### config.mk
export PLATFORM = sky130hd
export DESIGN_NAME = counter4
export DESIGN_NICKNAME = d
export VERILOG_FILES = /design/src/rtl/counter4.sv
export SDC_FILE = /design/constraint.sdc
export NUM_CORES = 1
export LEC_CHECK = 0
export CAP_MARGIN = 25
export CORE_AREA = 2 2 39 41
export DETAILED_ROUTE_END_ITERATION = 10
export DIE_AREA = 0 0 41 43
export SYNTH_ARGS = -nofsm -noshare
export SYNTH_HDL_FRONTEND = slang
export SYNTH_SLANG_ARGS = --single-unit
### constraint.sdc
create_clock -name clk -period 1.5 [get_ports clk]
set_clock_uncertainty 0.05 [all_clocks]
set_input_delay 0.15 -clock clk [delete_from_list [all_inputs] [get_ports clk]]
set_output_delay 0.15 -clock clk [all_outputs]
set_load 0.02 [all_outputs]
### src/rtl/counter4.sv
// counter4: free-running modulo up-counter with combinational terminal count and registered wrap pulse
module counter4 #(
  parameter int unsigned     WIDTH     = 4,
  parameter longint unsigned MODULO    = 64'd1 << WIDTH,
  parameter longint unsigned STEP      = 1,
  parameter longint unsigned RESET_VAL = 0
) (
  input  logic             clk,
  input  logic             rst_n,
  output logic [WIDTH-1:0] out,
  output logic             tc,
  output logic             wrap
);
  localparam logic [WIDTH:0]   MOD_W  = (WIDTH+1)'(MODULO);
  localparam logic [WIDTH:0]   STEP_W = (WIDTH+1)'(STEP);
  localparam logic [WIDTH-1:0] RST_V  = WIDTH'(RESET_VAL);
  if (WIDTH < 1 || WIDTH > 32) begin : g_bad_width
    $error("counter4: WIDTH out of range 1..32");
  end
  if (MODULO < 2 || MODULO > (64'd1 << WIDTH)) begin : g_bad_modulo
    $error("counter4: MODULO out of range 2..2**WIDTH");
  end
  if (STEP < 1 || STEP >= MODULO) begin : g_bad_step
    $error("counter4: STEP out of range 1..MODULO-1");
  end
  if (RESET_VAL >= MODULO) begin : g_bad_reset
    $error("counter4: RESET_VAL must be below MODULO");
  end
  // one extra bit keeps the carry so the wrap compare sees the true sum
  logic [WIDTH:0] sum;
  always_comb begin
    sum = {1'b0, out} + STEP_W;
    tc  = sum >= MOD_W;
  end
  always_ff @(posedge clk or negedge rst_n) begin
    if (!rst_n) begin
      out  <= RST_V;
      wrap <= 1'b0;
    end else begin
      out  <= tc ? WIDTH'(sum - MOD_W) : sum[WIDTH-1:0];
      wrap <= tc;
    end
  end
endmodule

==> impl_metrics.ini <==
[die]
io_pins = 8
start_util = 0.127
die_y_um = 43
die_x_um = 41
dieArea_um2 = 1760
core-area_um2 = 1380
fp-row-count = 14

[clock_network]
cts_tree = built
cts_hold_buf = 0
cts-root-buf = clkbuf_4
htree_levels = 1
cts.clk_slew.worst_paths_ns = 0.04
ctsLongestPathBuffers = 2
clkLatencyLatePin_ns = 0.24
tritoncts.num_buffers = 3
cts_sinks = 5

[worst_setup_path]
crit_path_end_kind = output port
cp_data_required_time_ns = 1.30
slowest_stage = clkdlybuf4s50_1
arrival_ns = 1.23
critPathMaxFanout = 3
critPathKind = reg2out
cp_cell_sequence = clkdlybuf4s50_1
crit_family = buffers and inverters
crit_buf_inv = 1
critPathLaunchType = register
cpPeakStageDelay_ns = 0.61

[synth]
synthDominantCellAreaShare = 0.709
yosysTopAreaCell = dfrtp_1
synth_edf_count = 0
async_flop_share = 1.00
synth_seq_cells = 5
synth_nets = 14
yosysSeqAreaShare = 0.709
yosysWarningCount = 0
syn_area_um2 = 176
synthCells = 11
synth_ff_type = dfrtp_1
avgSynthCellArea_um2 = 16.0
synth.most_common_cell = dfrtp_1
synth_cell_types = 7
synth.area.top_cells = dfrtp_1, ha_1, nand3_2

[finish]
seq_area_um2 = 125
multiInputGateArea_um2 = 47.5
fillers = 151
antenna_cells = 0
drive_above_1_share = 0.385
fin_nets = 30
areaGrowthSynthToFinish_pct = 78.7
stdcell_count = 42

[detailed_routing]
drc = 0
drt_iter0_markers = 0
num_vias = 134
drt_wl_total_um = 393
wl_per_cell_um = 9.36
final_antenna_net_count = 0
post_drt_via_cell_ratio = 3.19
drt_pass1_iterations = 1

[global_route]
grt_pass1_vias = 160
grt_max_degree = 6
grt_pass1_wl_um = 676
grt_usage = 0.0686
grt_antenna_before_repair = 0
overflow = 0

[timing]
finalCritPeriodShare = 0.950
whs_ns = 0.0868
layout_min_cycle_time_ns = 1.43
rsz0062_at_grt = false
finalMaxSlewViolations = 0
setup-violations-final = 0
fmax_mhz = 702
slew_headroom = 0.841
finalHoldViolations = 0
worst_pin_slew_ns = 0.238
fin_ws_ns = 0.0746

[run_status]
outcome = finished, final reports clean

[place]
gpl.final_weighted_congestion = 0.479
io_buffers = 7
dp_cells = 37
pre_cts_ws_ns = -0.0738

[power]
pwr_density_cell_nw_per_um2 = 934
leakage_nw = 0.166
ir_drop_mv = 0.246

[run]
maxCapViolations = 0

[min_path]
hp-class = in2async
==> sequential cells by signal, summed over array words and instances (netlist names) <==
register and cells:
wrap 1, out 4
==> area by class of cell <==
| class | instances | share of cell area |
|---|---|---|
| repair buffers | 11 | 0.294 |
| clock buffers | 4 | 0.0833 |
| well taps | 16 | 0.0635 |
| flip-flops and latches | 5 | 0.397 |
| inverters | 1 | 0.0119 |
| multi-input cells | 5 | 0.151 |
==> power breakdown <==
group,switching [mW],total (mW),internal (mW)
clock network,0.0537,0.154,0.100
registers,0,0.135,0.135
logic,0.00257,0.00489,0.00232
==> per-stage QoR <==
step / setup TNS, ns / power [mW] / utilization / instance area [um^2]
3_5_place_dp: -0.0738 / 0.142 / 0.209 / 289
5_1_grt: 0 / 0.310 / 0.228 / 315
3_3_place_gp: -0.0202 / 0.142 / 0.209 / 289
6_report: 0 / 0.294 / 0.228 / 315
2_1_floorplan: 0 / 0.137 / - / 176
4_1_cts: 0 / 0.304 / 0.228 / 315
==> cells by family (layout without fill, tap and decap cells) <==
group,count (synthesis),count (layout),share of synthesized area
xor gates and xnor gates,2,2,0.0993
adders and majority gates,1,1,0.0709
buffers and inverters,1,16,0.0213
DFF,5,5,0.709
and+or+nand+nor,2,2,0.0993
==> worst register-to-register path: stages (launching register included) <==
cell and delay (ns):
dfrtp_1 0.40, ha_1 0.20, buf_4 0.13, xor2_1 0.15
==> cells in the final DEF, fill, tap and decap left out <==
master,n
buf_2,1
clkbuf_4,3
dlygate4sd2_1,2
ha_1,1
xnor2_1,1
dfrtp_1,5
clkbuf_1,1
buf_4,4
inv_1,1
nand3_2,1
clkdlybuf4s50_1,4
and3_2,1
xor2_1,1
==> final timing paths <==
path	cells past startpoint	start	slack, ns	endpoint
min	1	rst_n	0.09	wrap
max	1	out[1]	0.07	out[1]
min in group clk	1	out[3]	0.44	out[3]
min reg2reg	1	out[3]	0.44	out[3]
max reg2reg	3	out[1]	0.45	out[2]
max in group asynchronous	1	rst_n	1.12	out[0]
==> per-layer routing <==
layer  track usage  part of all wire
met2        0.0750              0.46
met4         0.100                 0
met1        0.0752              0.42
met3        0.0314              0.12
met5             0                 0
==> timing repair <==
| item | 4_1_cts | 5_1_grt |
|---|---|---|
| endpoints found under the hold margin | 0 | 0 |
| setup buffers | 1 | 0 |
| endpoints found under the setup margin | 3 | 0 |
| resized for setup | 6 | 0 |
Power figures use the tool's default switching activity.
